[src/rtl/fifo36_pkg.sv]
// Shared definitions for the 36-bit line-framed stream blocks.
// Line format: {occ[1:0], eof, sof, data[31:0]}, byte 0 at data[31:24].
package fifo36_pkg;

  localparam int unsigned OCC_HI  = 35;
  localparam int unsigned OCC_LO  = 34;
  localparam int unsigned EOF_BIT = 33;
  localparam int unsigned SOF_BIT = 32;

  typedef enum logic [1:0] {
    IDLE  = 2'd0,
    HELD  = 2'd1,
    FLUSH = 2'd2,
    PASS  = 2'd3
  } state_e;

  // occ encodes 4 valid bytes as 0
  function automatic logic [2:0] occ2cnt(input logic [1:0] occ);
    return (occ == 2'd0) ? 3'd4 : {1'b0, occ};
  endfunction

  function automatic logic [1:0] cnt2occ(input logic [2:0] cnt);
    return (cnt == 3'd4) ? 2'd0 : cnt[1:0];
  endfunction

endpackage

[src/rtl/fifo36_byte_shift.sv]
// Byte merge for the realigner: concatenates a high and a low word, drops
// DROP_BYTES leading bytes and returns the top 32 bits plus the resulting
// valid-byte count (saturated at one full line).
// Ports:
//   hi_i, hi_v_i  - older word and its valid byte count
//   lo_i, lo_v_i  - newer word and its valid byte count
//   data_o        - merged line
//   cnt_o         - valid bytes in data_o (1..4)
module fifo36_byte_shift #(
  parameter int unsigned DROP_BYTES = 2
) (
  input  logic [31:0] hi_i,
  input  logic [31:0] lo_i,
  input  logic [2:0]  hi_v_i,
  input  logic [2:0]  lo_v_i,
  output logic [31:0] data_o,
  output logic [2:0]  cnt_o
);

  logic [3:0] sum;

  assign data_o = 32'(({hi_i, lo_i} << (8 * DROP_BYTES)) >> 32);
  assign sum    = {1'b0, hi_v_i} + {1'b0, lo_v_i} - 4'(DROP_BYTES);
  assign cnt_o  = (sum > 4'd4) ? 3'd4 : sum[2:0];

endmodule

[src/rtl/fifo36_realign.sv]
// Streaming realigner: strips DROP_BYTES leading bytes from every frame and
// repacks the rest into full 32-bit lines. Per-frame bypass, runt discard,
// resync on stray mid-frame lines.
// Ports:
//   clk, reset_n          - clock, async active-low reset
//   clear                 - synchronous flush (runt_count kept)
//   bypass                - pass frame unmodified, sampled on sof in IDLE
//   datain/src_rdy_i/dst_rdy_o   - input stream
//   dataout/src_rdy_o/dst_rdy_i  - output stream
//   runt_count            - frames discarded for length <= DROP_BYTES
module fifo36_realign #(
  parameter int unsigned DROP_BYTES = 2,
  parameter int unsigned CNT_W      = 16
) (
  input  logic             clk,
  input  logic             reset_n,
  input  logic             clear,
  input  logic             bypass,
  input  logic [35:0]      datain,
  input  logic             src_rdy_i,
  output logic             dst_rdy_o,
  output logic [35:0]      dataout,
  output logic             src_rdy_o,
  input  logic             dst_rdy_i,
  output logic [CNT_W-1:0] runt_count
);
  import fifo36_pkg::*;

  localparam logic [2:0] NDrop      = 3'(DROP_BYTES);
  localparam bit         AlwaysPass = (DROP_BYTES == 0);

  state_e           state_q, state_d;
  logic [31:0]      hold_q, hold_d;
  logic [2:0]       hold_v_q, hold_v_d;
  logic             first_q, first_d;
  logic [CNT_W-1:0] runt_q, runt_d;

  logic        in_sof, in_eof;
  logic [2:0]  in_v;
  logic [31:0] sh_hi, sh_lo, sh_data;
  logic [2:0]  sh_hi_v, sh_lo_v, sh_cnt;
  logic        use_pass, out_sof, out_eof, src_rdy;
  logic        hs_in;

  assign in_sof = datain[SOF_BIT];
  assign in_eof = datain[EOF_BIT];
  assign in_v   = occ2cnt(datain[OCC_HI:OCC_LO]);
  // Handshake when both sides ready; used where flow control is straight-through
  assign hs_in  = src_rdy_i & dst_rdy_i;

  fifo36_byte_shift #(
    .DROP_BYTES(DROP_BYTES)
  ) u_shift (
    .hi_i   (sh_hi),
    .lo_i   (sh_lo),
    .hi_v_i (sh_hi_v),
    .lo_v_i (sh_lo_v),
    .data_o (sh_data),
    .cnt_o  (sh_cnt)
  );

  always_comb begin
    state_d   = state_q;
    hold_d    = hold_q;
    hold_v_d  = hold_v_q;
    first_d   = first_q;
    runt_d    = runt_q;
    dst_rdy_o = 1'b0;
    src_rdy   = 1'b0;
    use_pass  = 1'b0;
    out_sof   = 1'b0;
    out_eof   = 1'b0;
    sh_hi     = hold_q;
    sh_lo     = '0;
    sh_hi_v   = 3'd4;
    sh_lo_v   = 3'd0;

    unique case (state_q)
      IDLE: begin
        if (!in_sof) begin
          dst_rdy_o = 1'b1;  // resync: discard anything outside a frame
        end else if (bypass || AlwaysPass) begin
          use_pass  = 1'b1;
          dst_rdy_o = dst_rdy_i;
          src_rdy   = src_rdy_i;
          if (hs_in && !in_eof) state_d = PASS;
        end else if (!in_eof) begin
          dst_rdy_o = 1'b1;
          if (src_rdy_i) begin
            hold_d   = datain[31:0];
            hold_v_d = 3'd4;
            first_d  = 1'b1;
            state_d  = HELD;
          end
        end else if (in_v > NDrop) begin
          sh_hi     = datain[31:0];
          sh_hi_v   = in_v;
          out_sof   = 1'b1;
          out_eof   = 1'b1;
          dst_rdy_o = dst_rdy_i;
          src_rdy   = src_rdy_i;
        end else begin
          dst_rdy_o = 1'b1;
          if (src_rdy_i) runt_d = runt_q + 1'b1;
        end
      end
      HELD: begin
        sh_lo     = datain[31:0];
        sh_lo_v   = in_eof ? in_v : 3'd4;
        out_sof   = first_q;
        out_eof   = in_eof && (in_v <= NDrop);
        dst_rdy_o = dst_rdy_i;
        src_rdy   = src_rdy_i;
        if (hs_in) begin
          first_d = 1'b0;
          if (in_eof && (in_v <= NDrop)) begin
            state_d = IDLE;
          end else begin
            hold_d = datain[31:0];
            if (in_eof) begin
              // Tail bytes do not fit in this line; emit them next cycle
              hold_v_d = in_v;
              state_d  = FLUSH;
            end
          end
        end
      end
      FLUSH: begin
        sh_hi_v = hold_v_q;
        out_sof = first_q;
        out_eof = 1'b1;
        src_rdy = 1'b1;
        if (dst_rdy_i) state_d = IDLE;
      end
      PASS: begin
        use_pass  = 1'b1;
        dst_rdy_o = dst_rdy_i;
        src_rdy   = src_rdy_i;
        if (hs_in && in_eof) state_d = IDLE;
      end
      default: state_d = IDLE;
    endcase

    // Flush wins over any concurrent transfer; the line is dropped
    if (clear) begin
      state_d  = IDLE;
      hold_d   = '0;
      hold_v_d = '0;
      first_d  = 1'b0;
      runt_d   = runt_q;
    end
  end

  always_comb begin
    dataout = '0;
    if (src_rdy) begin
      dataout = use_pass ? datain : {cnt2occ(sh_cnt), out_eof, out_sof, sh_data};
    end
  end

  assign src_rdy_o  = src_rdy;
  assign runt_count = runt_q;

  always_ff @(posedge clk or negedge reset_n) begin
    if (!reset_n) begin
      state_q  <= IDLE;
      hold_q   <= '0;
      hold_v_q <= '0;
      first_q  <= 1'b0;
      runt_q   <= '0;
    end else begin
      state_q  <= state_d;
      hold_q   <= hold_d;
      hold_v_q <= hold_v_d;
      first_q  <= first_d;
      runt_q   <= runt_d;
    end
  end

endmodule

[config.mk]
export PLATFORM = sky130hd
export DESIGN_NAME = fifo36_realign
export DESIGN_NICKNAME = d
export VERILOG_FILES = /design/src/rtl/fifo36_pkg.sv /design/src/rtl/fifo36_byte_shift.sv /design/src/rtl/fifo36_realign.sv
export SDC_FILE = /design/constraint.sdc
export NUM_CORES = 1
export LEC_CHECK = 0
export BUFFER_PORTS_ARGS = -buffer_cell sky130_fd_sc_hd__buf_2
export CAP_MARGIN = 40
export CELL_PAD_IN_SITES_DETAIL_PLACEMENT = 1
export CELL_PAD_IN_SITES_GLOBAL_PLACEMENT = 2
export CORE_MARGIN = 1
export CORE_UTILIZATION = 26
export DETAILED_ROUTE_END_ITERATION = 10
export PLACE_DENSITY_LB_ADDON = 0.1
export SYNTH_ARGS = -nofsm -noshare
export SYNTH_HDL_FRONTEND = slang
export SYNTH_SLANG_ARGS = --single-unit
[constraint.sdc]
create_clock -name clk -period 3.4 [get_ports clk]
set_clock_uncertainty 0.15 [all_clocks]
set_input_delay 0.68 -clock clk [delete_from_list [all_inputs] [get_ports clk]]
set_output_delay 0.68 -clock clk [all_outputs]
set_load 0.02 [all_outputs]
## Word level (Yosys, flattened, before mapping)

Cells that the tools add are included.
W data, S select, Z words.

| cells by class | value |
|---|---|
| $add $sub $neg | 3 |
| magnitude comparators | 3 |
| eq/ne operators | 17 |
| multiplexer cells | 73 |
| bitwise gates (word level) | 4 |
| reduce and logical (&&, ||, !) cells | 14 |

Operators with widths:

| kind | count |
|---|---|
| $mux W16 | 12 |
| $mux W36 | 2 |
| $mux W3 | 16 |
| $mux W32 | 1 |
| $pmux W16 S2 | 1 |
| $ne A3 B3 Y1 const B | 9 |
| $mux W2 | 12 |
| $mux W1 | 20 |
| $add A16 B1 Y16 const B | 1 |
| $ne A4 B4 Y1 const B | 4 |
| $reduce_and A8 Y1 | 2 |
| $reduce_and A7 Y1 | 2 |
| $pmux W3 S2 | 2 |
| $pmux W1 S2 | 4 |
| $pmux W2 S4 | 1 |
| $pmux W1 S3 | 2 |
| $reduce_and A6 Y1 | 1 |
| $add A3 B3 Y4 | 1 |
| $eq A2 B2 Y1 const B | 2 |
| $gt A4 B3 Y1 const B | 1 |
| $logic_not A2 Y1 | 2 |
| $reduce_or A2 Y1 | 2 |
| $sub A4 B2 Y4 const B | 1 |
| $eq A3 B3 Y1 const B | 1 |
| 8 further kinds | 12 |

| storage, ports and cells | value |
|---|---|
| flip-flop bits (word level) | 38 |
| input port bits | 42 |
| output and inout port bits | 54 |
| word-level logic and storage cells | 119 |

## Depth between registers and ports, before layout

| logic depth | value |
|---|---|
| depth in word-level cells | 16 |
| gate-level depth with buffers | 13 |
| gate-level depth less buffers | 12 |

## Cells and area by module

From an unflattened synthesis, not the netlist that was laid out.

| unflattened totals | value |
|---|---|
| cell total of the unflattened synthesis | 521 |
| area total of the unflattened synthesis | 4177.8 um^2 |

Modules (own cells, without submodules):

| module | instances | cells each | area each (um^2) | sequential area each (um^2) |
|---|---|---|---|---|
| fifo36_realign | 1 | 474 | 3819.9 | 1351.3 |
| fifo36_byte_shift | 1 | 47 | 357.8 | 0.0 |

## Worst setup path before layout

Ideal clock, no wire load.

| timing | value |
|---|---|
| kind | in2out |
| start point | input port datain[34] |
| end point | output port dataout[34] |
| data arrival time | 2716 ps |
| setup slack | -146 ps |
| cell stages on the path | 12 |
| buffers on the path | 0 |
| path through | inv_1 > ha_1 > nor2b_1 > nand3_1 > ha_1 > inv_1 > ha_1 > fa_1 > xor2_1 > nor2_1 > nand3_1 > a21oi_1 |

| on the way | value |
|---|---|
| cells in the longest elaborated chain, start to end | 16 |

Ends and longest elaborated chain:

| item | RTL line | RTL |
|---|---|---|
| start, declared | fifo36_realign.sv:19 | `input logic [35:0] datain,` |
| $logic_not A2 Y1 | fifo36_pkg.sv:19 | `return (occ == 2'd0) ? 3'd4 : {1'b0, occ};` |
| $mux W3 | fifo36_pkg.sv:19 |  |
| $gt A3 B2 Y1 | fifo36_realign.sv:95 | `end else if (in_v > NDrop) begin` |
| $mux W3 | fifo36_realign.sv:95 |  |
| $mux W3 | fifo36_realign.sv:87 | `end else if (!in_eof) begin` |
| $mux W3 | fifo36_realign.sv:82 | `end else if (bypass \|\| AlwaysPass) begin` |
| $mux W3 | fifo36_realign.sv:80 | `if (!in_sof) begin` |
| $pmux W3 S2 | fifo36_realign.sv:78 | `unique case (state_q)` |
| $add A3 B3 Y4 | fifo36_byte_shift.sv:23 | `assign sum = {1'b0, hi_v_i} + {1'b0, lo_v_i} - 4'(DROP_BYTES);` |
| $sub A4 B2 Y4 | fifo36_byte_shift.sv:23 |  |
| $gt A4 B3 Y1 | fifo36_byte_shift.sv:24 | `assign cnt_o = (sum > 4'd4) ? 3'd4 : sum[2:0];` |
| $mux W3 | fifo36_byte_shift.sv:24 |  |
| $eq A3 B3 Y1 | fifo36_pkg.sv:23 | `return (cnt == 3'd4) ? 2'd0 : cnt[1:0];` |
| $mux W2 | fifo36_pkg.sv:23 |  |
| $mux W36 | fifo36_realign.sv:157 | `dataout = use_pass ? datain : {cnt2occ(sh_cnt), out_eof, out_sof, sh_data};` |
| $mux W36 (*) | fifo36_realign.sv:156 | `if (src_rdy) begin` |
| end, declared | fifo36_realign.sv:22 | `output logic [35:0] dataout,` |

Every way passes the cells marked *; elsewhere a longest branch is shown, timed or not.

## Worst setup path in the final report

| timing | value |
|---|---|
| start point | register state_q[0] |
| end point | output port dataout[35] |

| on the way | value |
|---|---|
| cells in the longest elaborated chain, start to end | 10 |

Ends and longest elaborated chain:

| item | RTL line | RTL |
|---|---|---|
| start, declared | fifo36_realign.sv:32 | `state_e state_q, state_d;` |
| start signal, assigned | fifo36_realign.sv:172 | `state_q <= state_d;` |
| $eq A2 B2 Y1, or another cell as far along | fifo36_realign.sv:78 |  |
| $pmux W3 S2 / $mux W3 (equally long branches) | fifo36_realign.sv:78 |  |
| $add A3 B3 Y4 | fifo36_byte_shift.sv:23 |  |
| $sub A4 B2 Y4 | fifo36_byte_shift.sv:23 |  |
| $gt A4 B3 Y1 | fifo36_byte_shift.sv:24 |  |
| $mux W3 | fifo36_byte_shift.sv:24 |  |
| $eq A3 B3 Y1 | fifo36_pkg.sv:23 |  |
| $mux W2 | fifo36_pkg.sv:23 |  |
| $mux W36 | fifo36_realign.sv:157 |  |
| $mux W36 (*) | fifo36_realign.sv:156 |  |

Marks and branches as above.

==> flow_summary.toml <==
[placed_design]
gp_congestion = 0.747
dp_hpwl_mm = 8.48
place_ws_ns = -0.321
port_buffers = 95

[route]
routed-via-count = 3355
via_per_inst = 5.19
ant_nets = 0
first_pass_iters = 4
route.detailed.drc = 0
wl_per_cell_um = 17.7
wl_mm = 11.4
dr.first_iter.drc_count = 174

[global_route]
grt_pass1_wl_mm = 18.9
grt_max_degree = 51
busiest_layer = "met2"
grt_overflow = 0
grt_use_met2_pct = 32.6
antenna_found_initial = 0
grt_usage_pct = 18.9
grt_pass1_vias = 3539
gr-usage-met3_pct = 3.35
met1_usage_pct = 24.5

[timing]
post-route-period-util_pct = 107
setup_viol = 2
fin_ws_ns = -0.247
rsz0062_at_grt = "yes"
fmax_ghz = 0.274
hold_ws_ns = 0.182
final_max_slew_viol_count = 0
min_period_ns = 3.65
worstMarginPinSlew_ns = 0.680
slew_headroom_pct = 54.7
finalHoldViolCount = 0

[logic_synthesis]
synth_top_family_by_area = "simple AND/OR/NAND/NOR gates"
syn_area_mm2 = 0.00317
synthTopCellsByCount = "nand2_1 (70), a21oi_1 (40), dfrtp_1 (38)"
yosys.area.top_type = "dfrtp_1"
synthCells = 398
yosysWarnings = 0
synth_area_per_cell_um2 = 7.97
ys_seq_elements = 38
yosys-top-cells-area = "dfrtp_1 (30%), nand2_1 (8.3%), a21oi_1 (6.3%)"
synth_edf_count = 0
synthSimpleGateAreaFrac_pct = 30.7
async_flop_share_pct = 100
syn-num-nets = 453
synthMuxAreaShare_pct = 1.30
synth-main-ff-cell = "dfrtp_1"
ys_seq_area_share_pct = 30.0
synth_cell_types = 57
synth_fa_ha_area_share_pct = 5.37
synth_top_area_share_pct = 30.0
synthXorXnorAreaFrac_pct = 4.66
synth-compound-area-share_pct = 21.2
synth_most_common_cell = "nand2_1"

[cts]
cts_buffers = 5
clockBufferDepth = 2
cts-root-buf = "clkbuf_16"
cts.sink_count = 38
cts_tree = "done"
htree_levels = 2
clk_pin_slew_ns = 0.06
worstSkewPairLatency_ns = 0.28

[floorplanning]
dieArea_mm2 = 0.0126
start_util_pct = 27.2
ios = 96
die_w_um = 112
die_y_um = 112
placementRows = 39
coreArea_mm2 = 0.0117

[run_status]
outcome = "complete, but fails checks"
violations = "negative setup slack"

[setup_path]
path_cells = "inv_2 -> ha_4 -> and4b_2 -> a22oi_2 -> ha_1 -> inv_1 -> ha_2 -> fa_2 -> xor2_1 -> nor2_1 -> nand3_1 -> a21oi_4 -> buf_6"
cp-end-kind = "output port"
cp_max_fo = 3
ff2ff_setup_slack_ns = 0.85
reg2reg_from = "state_q[0]"
crit_required_ns = 2.57
crit_path_max_incr_delay_ns = 0.40
critPathSlowestCell = "dfrtp_1"
worstPathArrival_ns = 2.82
critical_path.top_delay_family = "adder cells"
cp-start-kind = "flop"
cp_num_buf_inv = 3
worstRegToRegCells = 8
r2r-end = "hold_q[12]"
setup.worst_path.class = "flop to output port"
crit_path_start = "state_q[0]"

[power]
ir_worst_vdd_mv = 0.249
p_per_area_mw_per_mm2 = 637
p_leak_nw = 1.94

[worst_hold_path]
worst_hold_path_type = "input pin to asynchronous set/reset pin"

[finish]
antennaDiodeCount = 0
area_growth_pct = 34.1
drive_above_1_share_pct = 33.0
fin_util_pct = 36.5
nets = 558

[run]
maxCapViolCount = 0
## layer usage
layer | share of wire [%] | wire length (um) | up-vias
met3 | 4.3 | 496 | 9
met2 | 49 | 5640 | 70
met1 | 45 | 5160 | 1645
met5 | 0 | 0 | -
met4 | 1.1 | 123 | 0
li1 | - | - | 1631
## how the worst max path moves through the flow
stage,end,slack [ns],cells past startpoint
floorplan,dataout[34],0.02,12
global placement,dataout[35],-0.24,14
detailed placement,dataout[35],-0.32,14
CTS,dataout[35],-0.30,13
global route,dataout[35],-0.38,13
finish,dataout[35],-0.25,13
## per-stage QoR
stage	instance area (um2)	power, mW	setup TNS (ns)	std cells
3_5_place_dp	4010	2.11	-0.631	638
5_1_grt	4250	2.90	-0.745	646
4_1_cts	4250	2.73	-0.549	646
6_report	4250	2.71	-0.443	646
3_3_place_gp	3990	2.10	-0.467	637
2_1_floorplan	3200	1.55	0	398
## cell families after synthesis
group,count (synthesis)
compound gates,96
xor+xnor,16
fa+ha+maj,13
buf+inv,45
flops,38
mux,4
simple gates,186
## worst reg2reg max path, stage by stage (launching register included)
cell and delay [ns]:
dfrtp_1 0.40, inv_2 0.11, ha_4 0.14, buf_4 0.16
and2b_4 0.22, and2_1 0.58, buf_12 0.25, nor3b_1 0.07
a221o_1 0.34
## where the power goes
group | internal (mW) | total (mW) | switching (mW) | leakage [nW]
clock | 0.362 | 0.552 | 0.190 | 0.0829
sequential | 0.537 | 0.612 | 0.0748 | 0.510
combinational | 0.605 | 1.54 | 0.937 | 1.35
total | 1.50 | 2.71 | 1.20 | 1.94
## cell type report
type	count	area [um2]
clock buffers	6	139
fillers	1402	7410
repair buffers	132	832
multi-input cells	315	2080
flip-flops and latches	38	951
well taps	143	179
inverters	11	41.3
clock inverters	1	30.0
## cells in the final DEF, fill, tap and decap left out, types with 7 or more instances in the layout
cell and count:
dfrtp_1 38, nand2_1 70, inv_1 9, ha_1 7, a21oi_1 38, nor2_1 25
nand2b_1 17, a221o_1 16, nand3_1 23, xnor2_1 11, buf_2 93, a311oi_1 16
nor3b_1 16, o21ai_0 8, buf_4 31
## flip-flops by register name, summed over array words and instances (netlist names)
signal and count:
first_q 1, hold_v_q 3, runt_count 16, hold_q 16, state_q 2
## repair_timing
item,in CTS,in global routing
hold buffers,0,0
resized for setup,17,2
pin swaps,9,8
buffers inserted,1,0
setup endpoints to repair,2,3
(Power assumes the default switching activity.)
